### src/rtl/csr_counter_responder.sv
// CSR responder for the pipeline request port: mcycle/minstret (lo/hi words),
// their read-only user aliases and mcountinhibit, answered one cycle after each request.
module csr_counter_responder #(
    parameter int CYCLE_W   = 64,
    parameter int INSTRET_W = 64
) (
    input  logic        clock,
    input  logic        reset,
    input  logic        retired,
    input  logic        csr_read,
    input  logic [2:0]  csr_modify,
    input  logic [31:0] csr_wdata,
    input  logic [11:0] csr_addr,
    output logic [31:0] csr_rdata,
    output logic        csr_valid
);

    localparam logic [11:0] ADDR_MCYCLE    = 12'hB00;
    localparam logic [11:0] ADDR_MCYCLEH   = 12'hB80;
    localparam logic [11:0] ADDR_MINSTRET  = 12'hB02;
    localparam logic [11:0] ADDR_MINSTRETH = 12'hB82;
    localparam logic [11:0] ADDR_MCOUNTINH = 12'h320;
    localparam logic [11:0] ADDR_CYCLE     = 12'hC00;
    localparam logic [11:0] ADDR_CYCLEH    = 12'hC80;
    localparam logic [11:0] ADDR_TIME      = 12'hC01;
    localparam logic [11:0] ADDR_TIMEH     = 12'hC81;
    localparam logic [11:0] ADDR_INSTRET   = 12'hC02;
    localparam logic [11:0] ADDR_INSTRETH  = 12'hC82;

    localparam logic [2:0] MOD_WRITE = 3'd1;
    localparam logic [2:0] MOD_SET   = 3'd2;
    localparam logic [2:0] MOD_CLEAR = 3'd3;

    logic [CYCLE_W-1:0]   mcycle_q, mcycle_d;
    logic [INSTRET_W-1:0] minstret_q, minstret_d;
    logic                 inh_cy_q, inh_cy_d;
    logic                 inh_ir_q, inh_ir_d;
    logic [31:0]          rdata_q, rdata_d;
    logic                 valid_q, valid_d;

    logic [63:0] mcycle_ext;
    logic [63:0] minstret_ext;
    logic        is_write;
    logic        is_active;
    logic        hit;
    logic        read_only;
    logic        legal;
    logic        do_write;
    logic        sel_cyc_lo, sel_cyc_hi;
    logic        sel_ins_lo, sel_ins_hi;
    logic        sel_inh;
    logic [31:0] old_val;
    logic [31:0] new_val;
    logic        cyc_inc;
    logic        ins_inc;
    logic [63:0] cyc_next;
    logic [63:0] ins_next;

    // Counters narrower than 64 bits read as zero-extended; hi-word writes above W fall away on truncation.
    assign mcycle_ext   = 64'(mcycle_q);
    assign minstret_ext = 64'(minstret_q);

    always_comb begin
        is_write   = (csr_modify == MOD_WRITE) || (csr_modify == MOD_SET) ||
                     (csr_modify == MOD_CLEAR);
        is_active  = csr_read || is_write;
        hit        = 1'b1;
        read_only  = 1'b0;
        sel_cyc_lo = 1'b0;
        sel_cyc_hi = 1'b0;
        sel_ins_lo = 1'b0;
        sel_ins_hi = 1'b0;
        sel_inh    = 1'b0;
        old_val    = 32'd0;
        case (csr_addr)
            ADDR_MCYCLE: begin
                sel_cyc_lo = 1'b1;
                old_val    = mcycle_ext[31:0];
            end
            ADDR_MCYCLEH: begin
                sel_cyc_hi = 1'b1;
                old_val    = mcycle_ext[63:32];
            end
            ADDR_MINSTRET: begin
                sel_ins_lo = 1'b1;
                old_val    = minstret_ext[31:0];
            end
            ADDR_MINSTRETH: begin
                sel_ins_hi = 1'b1;
                old_val    = minstret_ext[63:32];
            end
            ADDR_MCOUNTINH: begin
                sel_inh = 1'b1;
                old_val = {29'd0, inh_ir_q, 1'b0, inh_cy_q};
            end
            ADDR_CYCLE, ADDR_TIME: begin
                read_only = 1'b1;
                old_val   = mcycle_ext[31:0];
            end
            ADDR_CYCLEH, ADDR_TIMEH: begin
                read_only = 1'b1;
                old_val   = mcycle_ext[63:32];
            end
            ADDR_INSTRET: begin
                read_only = 1'b1;
                old_val   = minstret_ext[31:0];
            end
            ADDR_INSTRETH: begin
                read_only = 1'b1;
                old_val   = minstret_ext[63:32];
            end
            default: hit = 1'b0;
        endcase
        legal    = is_active && hit && !(read_only && is_write);
        do_write = legal && is_write;
    end

    always_comb begin
        new_val = old_val;
        case (csr_modify)
            MOD_WRITE: new_val = csr_wdata;
            MOD_SET:   new_val = old_val | csr_wdata;
            MOD_CLEAR: new_val = old_val & ~csr_wdata;
            default:   new_val = old_val;
        endcase
    end

    // Increments use this cycle's inhibit bits; an inhibit write only matters from the next cycle.
    always_comb begin
        cyc_inc  = !inh_cy_q;
        ins_inc  = retired && !inh_ir_q;

        cyc_next = cyc_inc ? 64'(mcycle_q + CYCLE_W'(1)) : mcycle_ext;
        if (do_write && sel_cyc_lo) begin
            cyc_next = {mcycle_ext[63:32], new_val};
        end else if (do_write && sel_cyc_hi) begin
            cyc_next = {new_val, mcycle_ext[31:0] + {31'd0, cyc_inc}};
        end

        ins_next = ins_inc ? 64'(minstret_q + INSTRET_W'(1)) : minstret_ext;
        if (do_write && sel_ins_lo) begin
            ins_next = {minstret_ext[63:32], new_val};
        end else if (do_write && sel_ins_hi) begin
            ins_next = {new_val, minstret_ext[31:0] + {31'd0, ins_inc}};
        end

        mcycle_d   = cyc_next[CYCLE_W-1:0];
        minstret_d = ins_next[INSTRET_W-1:0];
    end

    always_comb begin
        inh_cy_d = inh_cy_q;
        inh_ir_d = inh_ir_q;
        if (do_write && sel_inh) begin
            inh_cy_d = new_val[0];
            inh_ir_d = new_val[2];
        end
        valid_d = legal;
        rdata_d = legal ? old_val : 32'd0;
    end

    always_ff @(posedge clock) begin
        if (reset) begin
            mcycle_q   <= '0;
            minstret_q <= '0;
            inh_cy_q   <= 1'b0;
            inh_ir_q   <= 1'b0;
            rdata_q    <= 32'd0;
            valid_q    <= 1'b0;
        end else begin
            mcycle_q   <= mcycle_d;
            minstret_q <= minstret_d;
            inh_cy_q   <= inh_cy_d;
            inh_ir_q   <= inh_ir_d;
            rdata_q    <= rdata_d;
            valid_q    <= valid_d;
        end
    end

    assign csr_rdata = rdata_q;
    assign csr_valid = valid_q;

endmodule

### config.mk
export PLATFORM = sky130hd
export DESIGN_NAME = csr_counter_responder
export DESIGN_NICKNAME = d
export VERILOG_FILES = /design/src/rtl/csr_counter_responder.sv
export SDC_FILE = /design/constraint.sdc
export NUM_CORES = 1
export LEC_CHECK = 0
export CORE_MARGIN = 3
export CORE_UTILIZATION = 30
export CTS_CLUSTER_DIAMETER = 150
export DETAILED_ROUTE_END_ITERATION = 12
export GPL_ROUTABILITY_DRIVEN = 1
export PLACE_DENSITY_LB_ADDON = 0.3
export SLEW_MARGIN = 10
export SYNTH_ARGS = -nofsm -noshare
export SYNTH_HDL_FRONTEND = slang
export SYNTH_SLANG_ARGS = --single-unit
### constraint.sdc
create_clock -name clock -period 9.3 [get_ports clock]
set_input_delay 2.325 -clock clock [delete_from_list [all_inputs] [get_ports clock]]
set_output_delay 2.325 -clock clock [all_outputs]
set_load 0.02 [all_outputs]
**Word level (Yosys, flattened, before mapping)**

Index checks and enable logic that the tools add are counted.

- Register bits: 163

- Muxes and demuxes: 15
- Reductions and logical operators: 27
- Eq/ne operators: 16
- Add/sub/neg operators: 4
- Bitwise logic cells: 6

Operators with widths:

| kind | number |
|---|---|
| 64-bit 2-to-1 mux | 4 |
| 32-bit case mux with 5 select lines | 1 |
| 64-bit by 1-bit adder with 64-bit output, second input constant | 2 |
| 12-bit equality test, second input constant | 10 |
| 32-bit case mux with 3 select lines | 1 |
| 32-bit by 1-bit adder with 32-bit output | 2 |
| 32-bit 2-to-1 mux | 2 |
| 32-bit bitwise AND | 1 |
| 32-bit NOT | 1 |
| 32-bit OR | 1 |
| 12-bit by 10-bit equality test with 1-bit output, second input constant | 1 |
| 11-bit OR reduction | 1 |
| 1-bit logical AND | 10 |
| 1-bit 2-to-1 mux | 7 |
| 3-bit by 2-bit equality test with 1-bit output, second input constant | 2 |
| 2-bit OR reduction | 3 |
| 3-bit OR reduction | 2 |
| 6-bit OR reduction | 1 |
| 2-bit AND reduction | 2 |
| 3-bit by 1-bit equality test with 1-bit output, second input constant | 1 |
| 1-bit zero test | 3 |
| 1-bit logical OR | 3 |
| 3-bit by 1-bit != test with 1-bit output, second input constant | 1 |
| 1-bit NOT | 3 |
| other kinds (3) | 3 |

**Longest topological paths before layout**

Gate-level depths: netlist of run 1.

- Depth after elaboration: 10
- Gate-level depth with buffers: 10
- Gate-level depth less buffers: 9

**Least setup slack after synthesis of run 1**

No wires, ideal clock.

- Path kind: in2reg
- Start point: input csr_addr[0]
- End point: register minstret_q[28] (netlist: minstret_ext[28])
- Slack: 4.605 ns
- Buffers on the path: 2
- Stages: 9
- Arrival time: 4.578 ns
- Path through: or4b_1 > buf_2 > or4_1 > clkbuf_1 > o21ai_0 > and2_1 > nor3_4 > a41oi_1 > nand2_1

- Word-level cells in the longest chain between the ends: 10
- Elaborated cells between the ends (all ways): 35
- Those cells by class: eq/ne (11); mux (8); bitwise (2); reduce/logical (14)

RTL lines:

| item | RTL line | text |
|---|---|---|
| start, declared | 13 | `input logic [11:0] csr_addr,` |
| 12-bit equality test | 75 | `case (csr_addr)` |
| 6-bit OR reduction (no source line) | - |  |
| 1-bit 2-to-1 mux | 75 |  |
| 1-bit logical AND | 114 | `legal = is_active && hit && !(read_only && is_write);` |
| 1-bit zero test | 114 |  |
| 1-bit logical AND | 114 |  |
| 1-bit logical AND | 115 | `do_write = legal && is_write;` |
| 1-bit logical AND | 143 | `end else if (do_write && sel_ins_hi) begin` |
| 64-bit 2-to-1 mux | 143 |  |
| 32-bit 2-to-1 mux | 141 | `if (do_write && sel_ins_lo) begin` |
| end signal, assigned | 172 | `minstret_q <= minstret_d;` |
| end, declared | 35 | `logic [INSTRET_W-1:0] minstret_q, minstret_d;` |

Parallel ways exist; a longest one is shown, timed or not.
A chain may end at the register's enable or synchronous reset.

**Worst setup path after layout of run 1**

- Start point: input csr_addr[0]
- End point: register minstret_q[24] (netlist: minstret_ext[24])

Same word-level chain as after synthesis.

==> results of run 1 <==
## worst paths after layout
kind / to / slack (ns) / cells past startpoint
worst max-delay path: minstret_ext[24]$_SDFFE_PP0P_ / 3.35 / 8
worst min-delay path: minstret_ext[12]$_SDFFE_PP0P_ / 0.52 / 1
worst max register to register: mcycle_ext[53]$_SDFFE_PP0P_ / 5.94 / 7
worst min register to register: minstret_ext[12]$_SDFFE_PP0P_ / 0.52 / 1
## stage by stage
step	area [um2]	hold WS (ns)	total power [mW]
floorplan	11000	0.468	0.792
global placement	12300	0.497	0.861
detailed placement	12300	0.505	0.862
CTS	12900	0.513	1.61
global route	12900	0.550	1.64
finish	12900	0.517	1.61
## critical path: stages
cell,delay [ns]
sky130_fd_sc_hd__clkdlybuf4s50_1,0.43
sky130_fd_sc_hd__or4b_1,0.78
sky130_fd_sc_hd__or4_1,0.76
sky130_fd_sc_hd__nor2_2,0.77
sky130_fd_sc_hd__o21ai_2,0.48
sky130_fd_sc_hd__nor3_4,0.47
sky130_fd_sc_hd__nand2_1,0.11
sky130_fd_sc_hd__o21ai_0,0.17
## sequential cells by signal, indices dropped and copies added, names as in the netlist
name,flops
csr_rdata,32
csr_valid,1
inh_cy_q,1
inh_ir_q,1
mcycle_ext,64
minstret_ext,64
## layer usage
layer  up-vias  track usage  share of wire
li1       5443            -              -
met1      5902        0.328           0.42
met2       559        0.396           0.46
met3        94       0.0350          0.076
met4         0       0.0944          0.041
met5         -            0              0
## power breakdown
part | total (mW) | internal, mW | switching, mW
combinational | 0.146 | 0.0505 | 0.0951
clock | 0.757 | 0.411 | 0.346
sequential | 0.705 | 0.699 | 0.00517
## Yosys cell counts, drive strengths merged (16+ instances only)
library cell    n  area (um2)
a31oi          20         125
and3           56         350
o21ai          45         233
nor4           21         174
dfxtp         163        3260
a21oi          89         445
a211o          20         175
mux2i          75         751
buf            22        95.1
o22ai          17         106
nand2b         34         213
nand4          46         309
or4            16         128
a211oi         52         395
nor2          131         494
nor3           35         203
and4           19         166
inv            20        75.1
nand3          64         330
clkbuf         76         287
xor2           17         149
o211ai         20         150
o32a           27         270
nand2         151         569
xnor2          20         175
## cells in the final DEF, fill, tap and decap left out, types with 19 or more instances in the layout
master	n
sky130_fd_sc_hd__a211o_1	20
sky130_fd_sc_hd__a211oi_1	48
sky130_fd_sc_hd__a21oi_1	88
sky130_fd_sc_hd__a31oi_1	20
sky130_fd_sc_hd__and3_1	56
sky130_fd_sc_hd__and4_1	19
sky130_fd_sc_hd__buf_4	29
sky130_fd_sc_hd__clkdlybuf4s50_1	80
sky130_fd_sc_hd__dfxtp_1	163
sky130_fd_sc_hd__inv_1	20
sky130_fd_sc_hd__mux2i_1	75
sky130_fd_sc_hd__nand2_1	150
sky130_fd_sc_hd__nand2b_1	34
sky130_fd_sc_hd__nand3_1	62
sky130_fd_sc_hd__nand4_1	44
sky130_fd_sc_hd__nor2_1	126
sky130_fd_sc_hd__nor3_1	31
sky130_fd_sc_hd__o211ai_1	20
sky130_fd_sc_hd__o21ai_0	43
sky130_fd_sc_hd__o32a_1	27
sky130_fd_sc_hd__xnor2_1	20
## final cells by class
type	count	share of cell area
clock inverters	14	0.0127
flip-flops and latches	163	0.253
inverters	21	0.00612
clock buffers	18	0.0341
multi-input cells	1136	0.569
repair buffers	110	0.0794
well taps	461	0.0448
diodes	1	0.000194
## cells by family (layout without fill, tap and decap cells)
group,after synthesis,count (layout),share of synthesized area
AND/OR/NAND/NOR,632,632,0.305
AO/OA/AOI/OAI,376,376,0.242
flip-flops,163,163,0.296
buffers and inverters,119,163,0.0418
multiplexers,85,85,0.0784
XOR/XNOR,37,37,0.0294
adder cells (fa/ha/maj),6,6,0.00682
other,0,1,0
==> metrics.txt, run 1 <==
run status=completed; pin count of the biggest net entering global routing=72; number of pins with negative max-slew slack in the final report=0; per-cell routed wire length=approximately 25 um; Worst Path Required=between 9 and 10 ns; CTS tree=built; # setup viols final=0; Worst Setup Start Kind=input pin; Initial Util=0.307; number of flip-flops and latches in the synthesized netlist=roughly 160; number of enable flip-flop cells after synthesis=0; total number of placement rows=approximately 70; initial antenna violation count=2; post-CTS setup repair buffer count=0; post-detailed-placement half-perimeter wirelength=around 36 mm; warnings from Yosys=0; hold-fix buffer count after cts=0; critical setup path kind=in2reg; share of cells above drive strength 1=0.0793; post-synthesis cell area=about 0.011 mm2; area of combinational cells with multiple inputs=roughly 0.0073 mm2; worst min-delay path class=reg2reg; Final Core Density=0.359; total power density per cell area=125 mW/mm2; placer's final routability congestion estimate=around 0.97; storage element area=approximately 0.0033 mm2; CTS-repair resized insts=0; number of placed I/O pins=84; growth of design area from synthesis to finish=17.0%; sequential fraction of the synthesis area=0.296; wire length after detailed routing=~49 mm; total number of clock tree sinks=163; die width=198 um; total of fill cells in the finished design=about 3800; Post-Layout Cell Count=slightly below 2000; leakage power summed over all cells=4.41 nW; Remaining DRCs=0; overall routing resource usage=0.244; # placed instances=1891; vias in the first global route=around 11000; Worst Path Max Fanout=20; first-pass GRT wire length=approximately 72 mm; number of nets produced by synthesis=around 1500; fmax=roughly 170 MHz; CTS H-Tree Depth=4; drt initial violations=approximately 1600; relative slew slack=0.203; post-detailed-route via-to-cell ratio=slightly above 6; Max Cap Viol=0; final critical-path required period=about 6.0 ns; die span in y=about 200 um; via count=12000; kind of end point of the critical path=flop; hold path startpoint=minstret_ext[12]$_SDFFE_PP0P_; number of input and output port buffers inserted=between 80 and 90; number of routed nets with antenna violations=0; setup repair after global routing missed its margin=false; endpoint arrival time on the critical path=~6.3 ns; number of iterations in the first detailed-routing pass=5; worst setup slack after layout=approximately 3.3 ns; hold violation count in the final report=0; Clock Latency Late Sink=around 0.45 ns; clk buf depth=2; flip-flop cell with the highest count after synthesis=sky130_fd_sc_hd__dfxtp_1; CTS root buf=sky130_fd_sc_hd__clkbuf_16; pre-CTS WS=between 2 and 3 ns; launching instance or port of the critical path=csr_addr[0]; distinct cell type count after synthesis=84; reg-to-reg startpoint=mcycle_ext[8]$_SDFFE_PP0P_; DIE AREA=roughly 0.039 mm2; number of nets in the layout=1506; largest clock skew in the final design=roughly 0.017 ns; core region area=around 0.036 mm2; share of flip-flops with an asynchronous set or reset after synthesis=0; setup_tns=0 ns; transition time at the pin with the least slew margin=around 1.2 ns; average size of a mapped cell=slightly below 8 um2; total clock buffers created by CTS=17; portion of the clock cycle consumed by the worst path in the final layout=0.640; post-synthesis instance total=1418; total gr overflow=0; clock transition time at the flip-flop clock pins of the worst setup and hold paths=0.07 ns; worst ir drop on vdd=~84 uV
(Power assumes the default switching activity.)
==> run 2, diff against run 1 <==
Clock period 9.3 ns to 5.1 ns, I/O delays scaled along.
==> run 2 against run 1 <==
Combinational power is 86% higher; wire length is 3.0% higher; clock-buffer cell count is 1 lower; critical path depth is 1 higher; global-route usage is 0.77 points higher; power is 85% higher; utilization is 0.41 points higher; largest power group unchanged.
==> metrics.txt, run 2 (synthesized netlist as in run 1, its figures left out) <==
largest clock skew in the final design=~0.016 ns; number of routed nets with antenna violations=0; vias in the first global route=between 10000 and 15000; growth of design area from synthesis to finish=18.3%; total of fill cells in the finished design=~3800; total number of placement rows=69; Worst Hold Depth=1; reg2reg end=mcycle_ext[53]$_SDFFE_PP0P_; # setup viols final=0; leading cell type in the layout, fill and taps excluded=sky130_fd_sc_hd__dfxtp_1; placer's final routability congestion estimate=0.971; Initial Util=0.307; Global Route met3 Usage=0.0368; met1 usage=0.342; Post-Layout Cell Count=between 1500 and 2000; number of iterations in the first detailed-routing pass=6; post-detailed-route via-to-cell ratio=a little over 6; launching instance or port of the critical path=csr_addr[10]; Top Usage Layer GRT=met2; # placed instances=between 1500 and 2000; DIE AREA=a little under 0.04 mm2; critical setup path kind=in2reg; leakage power summed over all cells=between 4 and 5 nW; CTS tree=built; met2 Resource Use GR=0.400; Clock Latency Late Sink=0.45 ns; most frequent cells in the layout=163 x sky130_fd_sc_hd__dfxtp_1, 150 x sky130_fd_sc_hd__nand2_1, 126 x sky130_fd_sc_hd__nor2_1; relative slew slack=0.224; CTS H-Tree Depth=4; number of input and output port buffers inserted=83; setup repair after global routing missed its margin=false; die span in y=roughly 200 um; transition time at the pin with the least slew margin=between 1 and 1.5 ns; post-CTS setup repair buffer count=0; overall routing resource usage=0.251; number of placed I/O pins=84; run status=completed; pre-CTS WS=between 0.2 and 0.3 ns; reg-to-reg startpoint=mcycle_ext[8]$_SDFFE_PP0P_; worst ir drop on vdd=188 uV; initial antenna violation count=1; clk buf depth=2; number of pins with negative max-slew slack in the final report=0; total gr overflow=0; number of nets in the layout=~1500; total power density per cell area=228 mW/mm2; drt initial violations=roughly 1600; fmax=226 MHz; Remaining DRCs=0; setup_tns=0 ns; pin count of the biggest net entering global routing=63; CTS-repair resized insts=0; die width=198 um; via count=~12000; clock transition time at the flip-flop clock pins of the worst setup and hold paths=0.08 ns; post-detailed-placement half-perimeter wirelength=between 30 and 40 mm; portion of the clock cycle consumed by the worst path in the final layout=0.869; total number of clock tree sinks=163; core region area=between 0.03 and 0.04 mm2; CTS root buf=sky130_fd_sc_hd__clkbuf_16; FF-to-FF path depth=7; first-pass GRT wire length=approximately 74 mm; Worst Path Max Fanout=18; wire length after detailed routing=~50 mm; setup slack on the worst flop-to-flop path=roughly 1.7 ns; kind of end point of the critical path=flop; total clock buffers created by CTS=17; Max Cap Viol=0; Worst Hold Path EP=minstret_ext[4]$_SDFFE_PP0P_; Worst Path Required=5.42 ns; hold slack final=roughly 0.53 ns; hold violation count in the final report=0; worst min-delay path class=reg2reg; hold-fix buffer count after cts=0; hold path startpoint=minstret_ext[4]$_SDFFE_PP0P_; endpoint arrival time on the critical path=roughly 4.8 ns; per-cell routed wire length=approximately 26 um; worst setup slack after layout=~0.67 ns; final critical-path required period=~4.4 ns; Worst Setup Start Kind=input pin; share of cells above drive strength 1=0.0891
## run 2: area by class of cell
cell class / count / area, um2 / share of cell area
flip-flops and latches: 163 / 3260 / 0.250
clock inverters: 15 / 194 / 0.0149
inverters: 21 / 78.8 / 0.00605
multi-input cells: 1136 / 7310 / 0.561
clock buffers: 17 / 425 / 0.0327
well taps: 461 / 577 / 0.0443
repair buffers: 130 / 1170 / 0.0901
diodes: 1 / 2.50 / 0.000192
## run 2: metrics by stage
| stage | area, um2 | utilization | power (mW) |
|---|---|---|---|
| 4_1_cts | 13000 | 0.363 | 2.98 |
| 6_report | 13000 | 0.363 | 2.98 |
| 2_1_floorplan | 11000 | - | 1.44 |
| 3_5_place_dp | 12400 | 0.345 | 1.58 |
| 3_3_place_gp | 12400 | 0.345 | 1.58 |
| 5_1_grt | 13000 | 0.363 | 3.05 |
## run 2: layer usage
layer / wire, um / part of all wire
met1: 20900 / 0.42
met2: 23100 / 0.46
met3: 4090 / 0.082
met4: 2010 / 0.040
met5: 0 / 0
## run 2: power breakdown
| part | switching (mW) | total, mW | internal [mW] | leakage, nW |
|---|---|---|---|---|
| Clock | 0.632 | 1.42 | 0.787 | 0.304 |
| Sequential | 0.00923 | 1.28 | 1.28 | 1.31 |
| Combinational | 0.176 | 0.272 | 0.0966 | 2.90 |
| Total | 0.817 | 2.98 | 2.16 | 4.52 |
## run 2: critical path, stage by stage
cell                              delay (ns)
sky130_fd_sc_hd__clkdlybuf4s50_1        0.46
sky130_fd_sc_hd__nand3b_1               0.49
sky130_fd_sc_hd__a211o_1                0.58
sky130_fd_sc_hd__buf_4                  0.35
sky130_fd_sc_hd__o32a_1                 0.22
sky130_fd_sc_hd__a21oi_1                0.05
sky130_fd_sc_hd__a211oi_1               0.95
sky130_fd_sc_hd__o32a_1                 0.31
sky130_fd_sc_hd__a21oi_1                0.06
## run 2: worst max-delay path by stage
stage,to,cells past startpoint
global placement,mcycle_ext[61]$_SDFFE_PP0P_,9
floorplan,minstret_ext[28]$_SDFFE_PP0P_,9
finish,mcycle_ext[61]$_SDFFE_PP0P_,9
CTS,mcycle_ext[61]$_SDFFE_PP0P_,9
global route,minstret_ext[25]$_SDFFE_PP0P_,8
detailed placement,mcycle_ext[61]$_SDFFE_PP0P_,9
==> run 3, diff against run 2 <==
Settings changed: SKIP_CTS_REPAIR_TIMING set to 1.
==> results of run 3 <==
The final DEF is identical to that of run 2; final timing and power are the same.
